--- config.mk ---
export PLATFORM = sky130hd
export DESIGN_NAME = fwnoc_router_switch_alloc
export DESIGN_NICKNAME = d
export VERILOG_FILES = /design/src/rtl/fwnoc_router_switch_alloc.sv
export SDC_FILE = /design/constraint.sdc
export NUM_CORES = 1
export LEC_CHECK = 0
export ABC_AREA = 1
export CAP_MARGIN = 20
export CORE_MARGIN = 3
export CORE_UTILIZATION = 50
export CTS_CLUSTER_SIZE = 24
export DETAILED_ROUTE_END_ITERATION = 12
export MAX_ROUTING_LAYER = met4
export PLACE_DENSITY = 0.79
export SLEW_MARGIN = 10
export SYNTH_ARGS = -nofsm -noshare
export SYNTH_HDL_FRONTEND = slang
export SYNTH_SLANG_ARGS = --single-unit
--- constraint.sdc ---
create_clock -name clock -period 2.4 [get_ports clock]
set_clock_uncertainty 0.15 [all_clocks]
set_input_delay 0.48 -clock clock [delete_from_list [all_inputs] [get_ports clock]]
set_output_delay 0.48 -clock clock [all_outputs]
set_load 0.02 [all_outputs]
--- src/rtl/fwnoc_router_switch_alloc.sv ---
// fwnoc router switch allocator: per-egress round-robin, packet-locked.
// Optional idle-timeout release when FWNOC_SWALLOC_TIMEOUT_EN is defined.
module fwnoc_router_switch_alloc #(
    parameter int N_PORTS     = 4,
    parameter int SZ_W        = 4,
    parameter int TIMEOUT_CYC = 64
) (
    input  logic                         clock,
    input  logic                         reset,
    input  logic [N_PORTS-1:0]           req_valid,
    input  logic [N_PORTS*N_PORTS-1:0]   req_dst,
    input  logic [N_PORTS*SZ_W-1:0]      req_sz,
    input  logic [N_PORTS-1:0]           xfer,
    output logic [N_PORTS*N_PORTS-1:0]   sel,
    output logic [N_PORTS-1:0]           gnt,
    output logic [N_PORTS-1:0]           busy,
    output logic                         to_err
);

    localparam int N  = N_PORTS;
    localparam int PW = (N > 1) ? $clog2(N) : 1;
    localparam int RW = SZ_W + 1;

    typedef enum logic {IDLE, LOCK} state_t;

    logic [N-1:0] sel_r [N];

`ifdef FWNOC_SWALLOC_TIMEOUT_EN
    localparam int CW = $clog2(TIMEOUT_CYC + 1);
    logic [N-1:0] expire;
`endif

    for (genvar j = 0; j < N; j++) begin : g_eg
        state_t       state;
        logic [PW-1:0] ptr;
        logic [RW-1:0] rem;
        logic [N-1:0]  elig;
        logic [N-1:0]  win_oh;
        logic [PW-1:0] win;
        logic [PW-1:0] idx;
        logic          any;
        logic          own_xfer;
`ifdef FWNOC_SWALLOC_TIMEOUT_EN
        logic [CW-1:0] cnt;
`endif

        always_comb begin
            elig = '0;
            for (int i = 0; i < N; i++) begin
                elig[i] = req_valid[i] && req_dst[i*N+j] && !gnt[i];
            end
        end

        // circular search starting just above the last winner
        always_comb begin
            win = ptr;
            any = 1'b0;
            idx = '0;
            for (int k = 1; k <= N; k++) begin
                idx = PW'((int'(ptr) + k) % N);
                if (!any && elig[idx]) begin
                    win = idx;
                    any = 1'b1;
                end
            end
        end

        assign win_oh   = N'(1) << win;
        assign own_xfer = |(sel_r[j] & xfer);

`ifdef FWNOC_SWALLOC_TIMEOUT_EN
        assign expire[j] = (state == LOCK) && !own_xfer &&
                           (cnt == CW'(TIMEOUT_CYC - 1));
`endif

        always_ff @(posedge clock or posedge reset) begin
            if (reset) begin
                state    <= IDLE;
                ptr      <= PW'(N - 1);
                rem      <= '0;
                sel_r[j] <= '0;
`ifdef FWNOC_SWALLOC_TIMEOUT_EN
                cnt      <= '0;
`endif
            end else begin
                unique case (state)
                    IDLE: begin
                        if (any) begin
                            state    <= LOCK;
                            sel_r[j] <= win_oh;
                            ptr      <= win;
                            rem      <= {1'b0, req_sz[int'(win)*SZ_W +: SZ_W]}
                                        + RW'(1);
`ifdef FWNOC_SWALLOC_TIMEOUT_EN
                            cnt      <= '0;
`endif
                        end
                    end
                    LOCK: begin
                        if (own_xfer) begin
                            rem <= rem - RW'(1);
`ifdef FWNOC_SWALLOC_TIMEOUT_EN
                            cnt <= '0;
`endif
                            if (rem == RW'(1)) begin
                                state    <= IDLE;
                                sel_r[j] <= '0;
                            end
                        end
`ifdef FWNOC_SWALLOC_TIMEOUT_EN
                        else if (expire[j]) begin
                            state    <= IDLE;
                            sel_r[j] <= '0;
                        end else begin
                            cnt <= cnt + CW'(1);
                        end
`endif
                    end
                    default: state <= IDLE;
                endcase
            end
        end

        assign sel[j*N +: N] = sel_r[j];
    end

    always_comb begin
        gnt  = '0;
        busy = '0;
        for (int j = 0; j < N; j++) begin
            gnt     = gnt | sel_r[j];
            busy[j] = |sel_r[j];
        end
    end

`ifdef FWNOC_SWALLOC_TIMEOUT_EN
    always_ff @(posedge clock or posedge reset) begin
        if (reset) begin
            to_err <= 1'b0;
        end else begin
            to_err <= |expire;
        end
    end
`else
    assign to_err = 1'b0;
`endif

endmodule

==> Word level (Yosys, flattened, before mapping) <==
Index checks and enable logic that the tools add are counted.
{ "word_totals": {"reg_bits": 48, "inputBits": 42} }
{ "op_classes": {"addsub": 24, "magnitude_cmp": 16, "n_eq_ne": 16, "shift": 8, "n_mux": 108, "n_bitwise": 11, "reduce_logical": 80} }
{ "op_table": {"columns": ["operator", "count"], "rows": [
  ["16-bit by 5-bit indexed part select with 4-bit output", 4],
  ["2-bit by 3-bit less-than comparator with 1-bit output (second input constant)", 16],
  ["4-bit 2-to-1 mux", 12],
  ["1-bit logical AND", 44],
  ["1-bit 2-to-1 mux", 44],
  ["5-bit 2-to-1 mux", 8],
  ["5-bit case mux with 2 select lines", 4],
  ["1-bit binary-select mux with 2-bit select", 16],
  ["2-bit 2-to-1 mux", 16],
  ["4-bit case mux with 2 select lines", 4],
  ["4-bit OR reduction", 8],
  ["4-bit by 1-bit adder with 5-bit output (second input constant)", 4],
  ["5-bit by 1-bit == test with 1-bit output (second input constant)", 4],
  ["5-bit by 1-bit subtractor with 5-bit output (second input constant)", 4],
  ["2-bit by 1-bit adder with 2-bit output (second input constant)", 8],
  ["2-bit adder (second input constant)", 8],
  ["4-bit bitwise AND", 4],
  ["1-bit zero test", 16],
  ["2-bit by 1-bit inequality test with 1-bit output (second input constant)", 8],
  ["2-bit AND reduction", 8],
  ["1-bit by 2-bit left shift with 4-bit output (first input constant)", 4],
  ["4-bit OR", 3],
  ["3-bit AND reduction", 4],
  ["2-bit inequality test (second input constant)", 4],
  ["2 further kinds", 8]
]} }

==> Logic depth before layout (Yosys ltp) <==
Gate-level depths: netlist (run 1).
{ "logic_depth": {"word_depth": 21, "ltp_mapped": 22, "mapped_depth_nobuf": 21} }

==> Least setup slack after synthesis (run 1) <==
Ideal clock, no wire load.
{ "synth_path": {"kind": "register to register", "start": "register sel_r, in the netlist sel[2]", "end": "register g_eg[0].rem[1]", "t_arrival_ns": 2.447, "required_ns": 2.117, "path_slack_ns": -0.331, "path_stages_with_launch": 19, "synth_period_minus_slack_ns": 2.731, "cell_sequence": "dfrtp_1 > nor2_4 > nand2_1 > o21ai_1 > nand2_1 > nand2_1 > nand2_4 > nand2_2 > nand2_2 > nand2_4 > nand2_4 > buf_6 > o21ai_1 > nand2_1 > nand2_1 > inv_2 > ha_1 > o211ai_1 > o21ai_0"} }
{ "synth_between": {"elab_chain_cells": 21, "elab_cells_between_ends": 36, "classes_between": "add/sub: 1; eq/ne: 2; shift: 1; mux: 18; bitwise: 4; reduce/logical: 10"} }
{ "synth_lines": {"columns": ["element", "line_no", "rtl"], "rows": [
  ["start, declared", "26", "logic [N-1:0] sel_r [N];"],
  ["start signal, assigned by index", "90", "sel_r[j] <= win_oh;"],
  ["4-bit OR * (3 in series)", "131", "gnt = gnt | sel_r[j];"],
  ["named net gnt[2]", "15", "output logic [N_PORTS-1:0] gnt,"],
  ["1-bit zero test *", "50", "elig[i] = req_valid[i] && req_dst[i*N+j] && !gnt[i];"],
  ["1-bit logical AND *", "50", null],
  ["1-bit binary-select mux with 2-bit select", "61", "if (!any && elig[idx]) begin"],
  ["1-bit 2-to-1 mux (not written as such)", "61", null],
  ["1-bit 2-to-1 mux", "61", null],
  ["1-bit zero test", "61", null],
  ["[4 not listed]", null, null],
  ["1-bit 2-to-1 mux", "61", null],
  ["1-bit zero test", "61", null],
  ["1-bit logical AND", "61", null],
  ["2-bit 2-to-1 mux", "61", null],
  ["16-bit by 5-bit indexed part select with 4-bit output", "92", "rem <= {1'b0, req_sz[int'(win)*SZ_W +: SZ_W]}"],
  ["4-bit by 1-bit adder with 5-bit output", "93", "+ RW'(1);"],
  ["5-bit 2-to-1 mux", "88", "if (any) begin"],
  ["5-bit case mux with 2 select lines", "86", "unique case (state)"],
  ["end signal, assigned", "92", null],
  ["end signal, assigned", "101", "rem <= rem - RW'(1);"],
  ["end, declared", "36", "logic [RW-1:0] rem;"]
]} }
The timed path passes the listed nets; every way through them passes the cells marked *. The select of a mux whose other input is x is not followed.
A chain may end at the register's enable or synchronous reset.

==> Worst setup path in the final report (run 1) <==
{ "layout_path": {"start": "register sel_r, in the netlist sel[0]", "end": "register g_eg[3].rem[1]"} }
{ "layout_between": {"elab_chain_cells": 21, "elab_cells_between_ends": 33, "classes_between": "add/sub: 1; eq/ne: 1; shift: 1; mux: 18; bitwise: 3; reduce/logical: 9"} }
{ "layout_lines": {"columns": ["element", "line_no"], "rows": [
  ["4-bit OR * (3 in series)", "131"],
  ["1-bit zero test *", "50"],
  ["1-bit logical AND *", "50"],
  ["1-bit binary-select mux with 2-bit select", "61"],
  ["1-bit 2-to-1 mux (not written as such)", "61"],
  ["1-bit 2-to-1 mux", "61"],
  ["1-bit zero test", "61"],
  ["1-bit logical AND", "61"],
  ["[3 not listed]", null],
  ["1-bit 2-to-1 mux", "61"],
  ["1-bit zero test", "61"],
  ["1-bit logical AND", "61"],
  ["2-bit 2-to-1 mux", "61"],
  ["16-bit by 5-bit indexed part select with 4-bit output", "92"],
  ["4-bit by 1-bit adder with 5-bit output", "93"],
  ["5-bit 2-to-1 mux", "88"],
  ["5-bit case mux with 2 select lines", "86"],
  ["end signal, assigned", "92"],
  ["end signal, assigned", "101"],
  ["end, declared", "36"]
]} }
Every way passes the cells marked *; elsewhere a longest branch is shown, timed or not. The select of a mux whose other input is x is not followed.

==> qor.yml, run 1 <==
place_area_um2: 6660
final_nets: 1031
die_height_um: 105
htree_levels: 2
ioPinCount: 67
grt_overflow: 0
async_flop_share: 1.00
tightest_slew_ps: 537
yosys_warnings: 0
final_cell_area_um2: 8260
cts_buffer_depth: 2
vias: 7399
hold_slack_ps: 301
status: "finished with violations"
synth-seq-cells: 48
yosysTopAreaCell: "dfrtp_1"
postCtsHoldBufs: 0
slew_viol_final: 0
required_ps: 2460
avgSynthCellArea_um2: 6.52
die_area_um2: 10900
clkLatencyLatePin_ps: 320
rsz0062_at_grt: "yes"
worst_slew_margin_rel: 0.642
fmax_mhz: 316
syn_inst: 745
final_core_util: 0.885
synth_nets: 799
core_area_um2: 9330
cts_tree: "done"
synth_seq_area_share: 0.249
cts_inserted_buffers: 5
synth.cell_area_um2: 4860
netlist.area_leader.share: 0.206
drc: 0
grt_first_pass_wirelength_mm: 29.9
drive_above_1_share: 0.482
period_share: 1.32
hold_viol: 0
dpl.hpwl_mm: 13.6
grt_usage: 0.342
synth_area_leaders: "dfrtp_1 21%, nand2_1 17%, nand3_1 9.6%"
routedWlPerCell_um: 23.8
critPathKind: "reg2reg"
post_drt_via_cell_ratio: 6.68
end_kind: "register"
synth_edf_count: 0
layout_commonest_cell: "nand2_1"
drtAntennaViolNets: 0
firstDrtPassIters: 7
gp_congestion: 1.04
start_kind: "register"
grt_pass1_vias: 6229
grt_max_degree: 24
io_buffers: 65
root_buffer: "clkbuf_8"
setup_viol: 46
place_ws_ps: -762
clkTransAtPathRegs_ps: 100
antenna_found_initial: 1
fp-row-count: 35
start_util: 0.521
hold_class: "in2async"
netlist-cell-type-count: 41
drt-initial-drc-count: 902
routed_wl_mm: 26.4
cp.arrival_ps: 3220
syn_to_final_growth_pct: 70.0
critical_path.max_fanout: 6
die_x_um: 105
clock_sinks: 48
violations: "setup timing"
min_period_ps: 3160
setup_ws_ps: -761
ys.flop_type: "dfrtp_1"
final_cell_mix: "154 x nand2_1, 145 x buf_4, 73 x inv_1"
maxCapViolations: 0
area by class of cell:
class	count	area, um^2
well taps	129	161
flip-flops and latches	48	1230
diodes	1	2.50
inverters	106	418
clock buffers	7	86.3
repair buffers	235	2060
multi-input cells	581	4290
fillers	414	1070
clock inverters	1	7.51
final timing paths:
check / cells past startpoint / start / slack [ps] / endpoint
worst max register to register: 17 / sel[0]$_DFFE_PP0P_ / -760 / g_eg[3].rem[1]$_DFFE_PP0P_
worst min register to register: 2 / g_eg[3].rem[4]$_DFFE_PP0P_ / 370 / g_eg[3].rem[4]$_DFFE_PP0P_
worst max-delay path: 17 / sel[0]$_DFFE_PP0P_ / -760 / g_eg[3].rem[1]$_DFFE_PP0P_
worst min-delay path: 2 / reset / 300 / g_eg[2].rem[3]$_DFFE_PP0P_
min in group clock: 2 / g_eg[3].rem[4]$_DFFE_PP0P_ / 370 / g_eg[3].rem[4]$_DFFE_PP0P_
max in group asynchronous: 3 / reset / 1220 / g_eg[2].ptr[1]$_DFFE_PP1P_
registers in the layout (all words and copies together), names as in the netlist:
name,cells
g_eg.rem,20
sel,16
g_eg.ptr,8
g_eg.state,4
cells in the mapped netlist, types with 5 or more instances:
library cell,number
o21ai_2,6
nor3_1,9
a21oi_1,30
nor2_1,30
nand4_1,16
nand3_1,93
o21ai_0,22
o21ai_1,23
o32ai_1,12
nor2_2,10
inv_2,18
nand2_1,225
ha_1,12
xor2_1,5
buf_4,5
nand2_2,24
dfstp_2,8
o22ai_1,7
dfrtp_1,40
nand2_4,9
inv_1,88
nand3_2,10
worst max-delay path, stage by stage (launching register included):
cell and delay (ps):
dfrtp_2 450, nor2_4 300, nand3_1 140, nand2_2 200
nand2_4 120, nand2_4 160, nand2_8 90, nand2_1 70
nand2_1 70, nand2_1 160, nand2_2 150, nand2_2 170
nand3_2 120, nand2_2 130, inv_2 60, ha_4 210
o211ai_1 180, o21ai_1 100
per-stage QoR:
stage          TNS [ps]  cells
6_report         -14180   1108
5_1_grt          -16620   1108
3_3_place_gp     -17870   1045
4_1_cts           -3100   1079
3_5_place_dp     -21030   1045
2_1_floorplan      -525    745
what timing repair did:
| action | 4_1_cts | 5_1_grt |
|---|---|---|
| hold endpoints to repair | 0 | 0 |
| resized for setup | 77 | 187 |
| cloned | 1 | 2 |
| setup buffers | 25 | 30 |
| pin swaps | 26 | 78 |
| setup endpoints to repair | 36 | 44 |
layer usage:
layer | up-vias | routed length, um | track usage
li1 | 2957 | - | -
met1 | 3385 | 8300 | 0.410
met2 | 724 | 11700 | 0.584
met3 | 333 | 3470 | 0.0476
met4 | 0 | 2910 | 0.129
met5 | - | 0 | -
cell families after synthesis:
logic type	synth area share
buffers and inverters	0.0997
DFF	0.249
AOI/OAI and AO/OA	0.158
xor gates and xnor gates	0.0224
adders and majority gates	0.0309
other	0.000772
and+or+nand+nor	0.438
Power of run 1 is left out: the tool's default activity adds up to more than one toggle a clock period on the data nets, which glitch-free logic cannot reach.
==> run 2: changes to the inputs <==
Settings changed: CORE_MARGIN 3 to 2, CTS_CLUSTER_SIZE 24 to 16.
==> run 2 against run 1 <==
Against the previous run:
- worst hold slack better by 6.1 ps
- sequential share of layout area is 0.54 points higher
- the flow still finishes with violations (setup timing)
- critical path depth up 3
- maximum frequency rose by 9.9%
- highest routed layer unchanged
- via count is 6.8% lower
- utilization down 3.1 points
- critical path type unchanged
==> qor.yml, run 2 (same netlist as run 1, synthesis figures left out) <==
status: "finished with violations"
violations: "setup timing"
die_x_um: 103  # -1.9%
die_area_um2: 10500  # -3.8%
post_drt_via_cell_ratio: 6.19  # -7.3%
slowest_delay_ps: 440  # about the same
place_area_um2: 6750  # +1.3%
hold_class: "in2async"
start_kind: "register"
firstDrtPassIters: 8  # +1
largest_register: "g_eg.rem"
drive_above_1_share: 0.458  # -0.0237
setup_ws_ps: -476  # +285 ps
ioPinCount: 67  # unchanged
drc: 0  # unchanged
syn_to_final_growth_pct: 64.0
routedWlPerCell_um: 19.7  # -17%
grt_overflow: 0  # unchanged
postCtsHoldBufs: 0  # unchanged
final_nets: 1038  # +0.68%
die_height_um: 103  # -1.9%
clock_sinks: 48  # unchanged
htree_levels: 2  # unchanged
hold_viol: 0  # unchanged
cp.arrival_ps: 2960  # -260 ps
min_period_ps: 2880  # -285 ps
largest_register_ffs: 20  # unchanged
grt_max_degree: 33  # +38%
root_buffer: "clkbuf_8"
cts_tree: "done"
core_area_um2: 9330  # unchanged
drt-initial-drc-count: 855  # -5.2%
cts_inserted_buffers: 5  # unchanged
rsz0062_at_grt: "yes"
fp-row-count: 35  # unchanged
path_cells: "nor2_4, buf_6, nand3_1, nand2_2, nand2_2, buf_4, nor2_2, o21ai_0, nand2_1, nand2_1, nand2_1, nand2_2, nand2_1, nand2_2, inv_2, ha_4, nand3_2, nor2_2, o21ai_1, o21ai_1"
multi_input_area_um2: 4010  # -6.6%
antenna_cells: 0  # -1
seq_area_um2: 1230  # unchanged
hold_slack_ps: 307  # +6.05 ps
cp_slowest_cell: "dfrtp_2"
io_buffers: 65  # unchanged
critPathKind: "reg2reg"
start_util: 0.521  # unchanged
critical_path.max_fanout: 5  # -1
layout_commonest_cell: "nand2_1"
final_cell_mix: "171 x nand2_1, 162 x buf_4, 73 x inv_1"
end_kind: "register"
grt_usage: 0.370  # +0.0280
period_share: 1.20  # -0.119
fmax_mhz: 348  # +9.9%
clkTransAtPathRegs_ps: 100  # about the same
gp_congestion: 1.02  # -2.0%
slew_viol_final: 0  # unchanged
cts_buffer_depth: 2  # unchanged
setup_viol: 36  # -22%
required_ps: 2490  # +30 ps
n_fill_cell: 505  # +22%
maxCapViolations: 0  # unchanged
grt_pass1_vias: 6242  # +0.21%
drtAntennaViolNets: 0  # unchanged
final_cell_area_um2: 7970  # -3.5%
dpl.hpwl_mm: 13.4  # -1.1%
vias: 6899  # -6.8%
grt_first_pass_wirelength_mm: 29.5  # -1.3%
antenna_found_initial: 0  # -1
clkLatencyLatePin_ps: 310  # about the same
routed_wl_mm: 22.0  # -17%
## run 2: metrics by stage
step	std cells	util	setup slack (ps)	TNS [ps]
4_1_cts	1092	0.798	-178	-2060
6_report	1114	0.854	-476	-7530
3_5_place_dp	1055	0.724	-741	-22000
3_3_place_gp	1055	0.724	-684	-19760
5_1_grt	1114	0.854	-548	-10660
2_1_floorplan	745	-	-113	-525
## run 2: worst paths after layout
path                                       startpoint                         end  slack, ps  cells after the start
min                                             reset  g_eg[2].rem[2]$_DFFE_PP0P_        310                      2
max reg2reg                        sel[6]$_DFFE_PP0P_  g_eg[1].rem[4]$_DFFE_PP0P_       -480                     20
min reg2reg                g_eg[3].rem[4]$_DFFE_PP0P_  g_eg[3].rem[4]$_DFFE_PP0P_        380                      2
min in group clock         g_eg[3].rem[4]$_DFFE_PP0P_  g_eg[3].rem[4]$_DFFE_PP0P_        380                      2
max                                sel[6]$_DFFE_PP0P_  g_eg[1].rem[4]$_DFFE_PP0P_       -480                     20
max in group asynchronous                       reset  g_eg[1].ptr[1]$_DFFE_PP1P_       1210                      3
## run 2: cell type report
cell class / instances / area share
Clock inverter: 2 / 0.00157
Timing Repair Buffer: 243 / 0.260
Sequential cell: 48 / 0.155
Tap cell: 129 / 0.0203
Multi-Input combinational cell: 580 / 0.503
Clock buffer: 6 / 0.00911
Inverter: 106 / 0.0515
## run 2: critical path: cells and delay by family, from the launching register on
family	cells	cell delay, ps
adder cells (fa/ha/maj)	1	160
AO/OA/AOI/OAI	3	270
flip-flops	1	440
buffers and inverters	3	380
AND/OR/NAND/NOR	13	1390
## run 2: layer usage
metal,track usage,vias up,routed length [um]
met4,0.156,0,1590
met5,-,-,0
li1,-,2961,-
met2,0.610,558,10100
met3,0.0441,194,2180
met1,0.460,3186,8060
## run 2: what timing repair did
| action | CTS | global route |
|---|---|---|
| buffers inserted | 32 | 22 |
| setup endpoints to repair | 37 | 46 |
| gates cloned | 1 | 0 |
| resized for setup | 117 | 87 |
| pin swaps | 68 | 29 |
Power of run 2 is left out for the same reason.
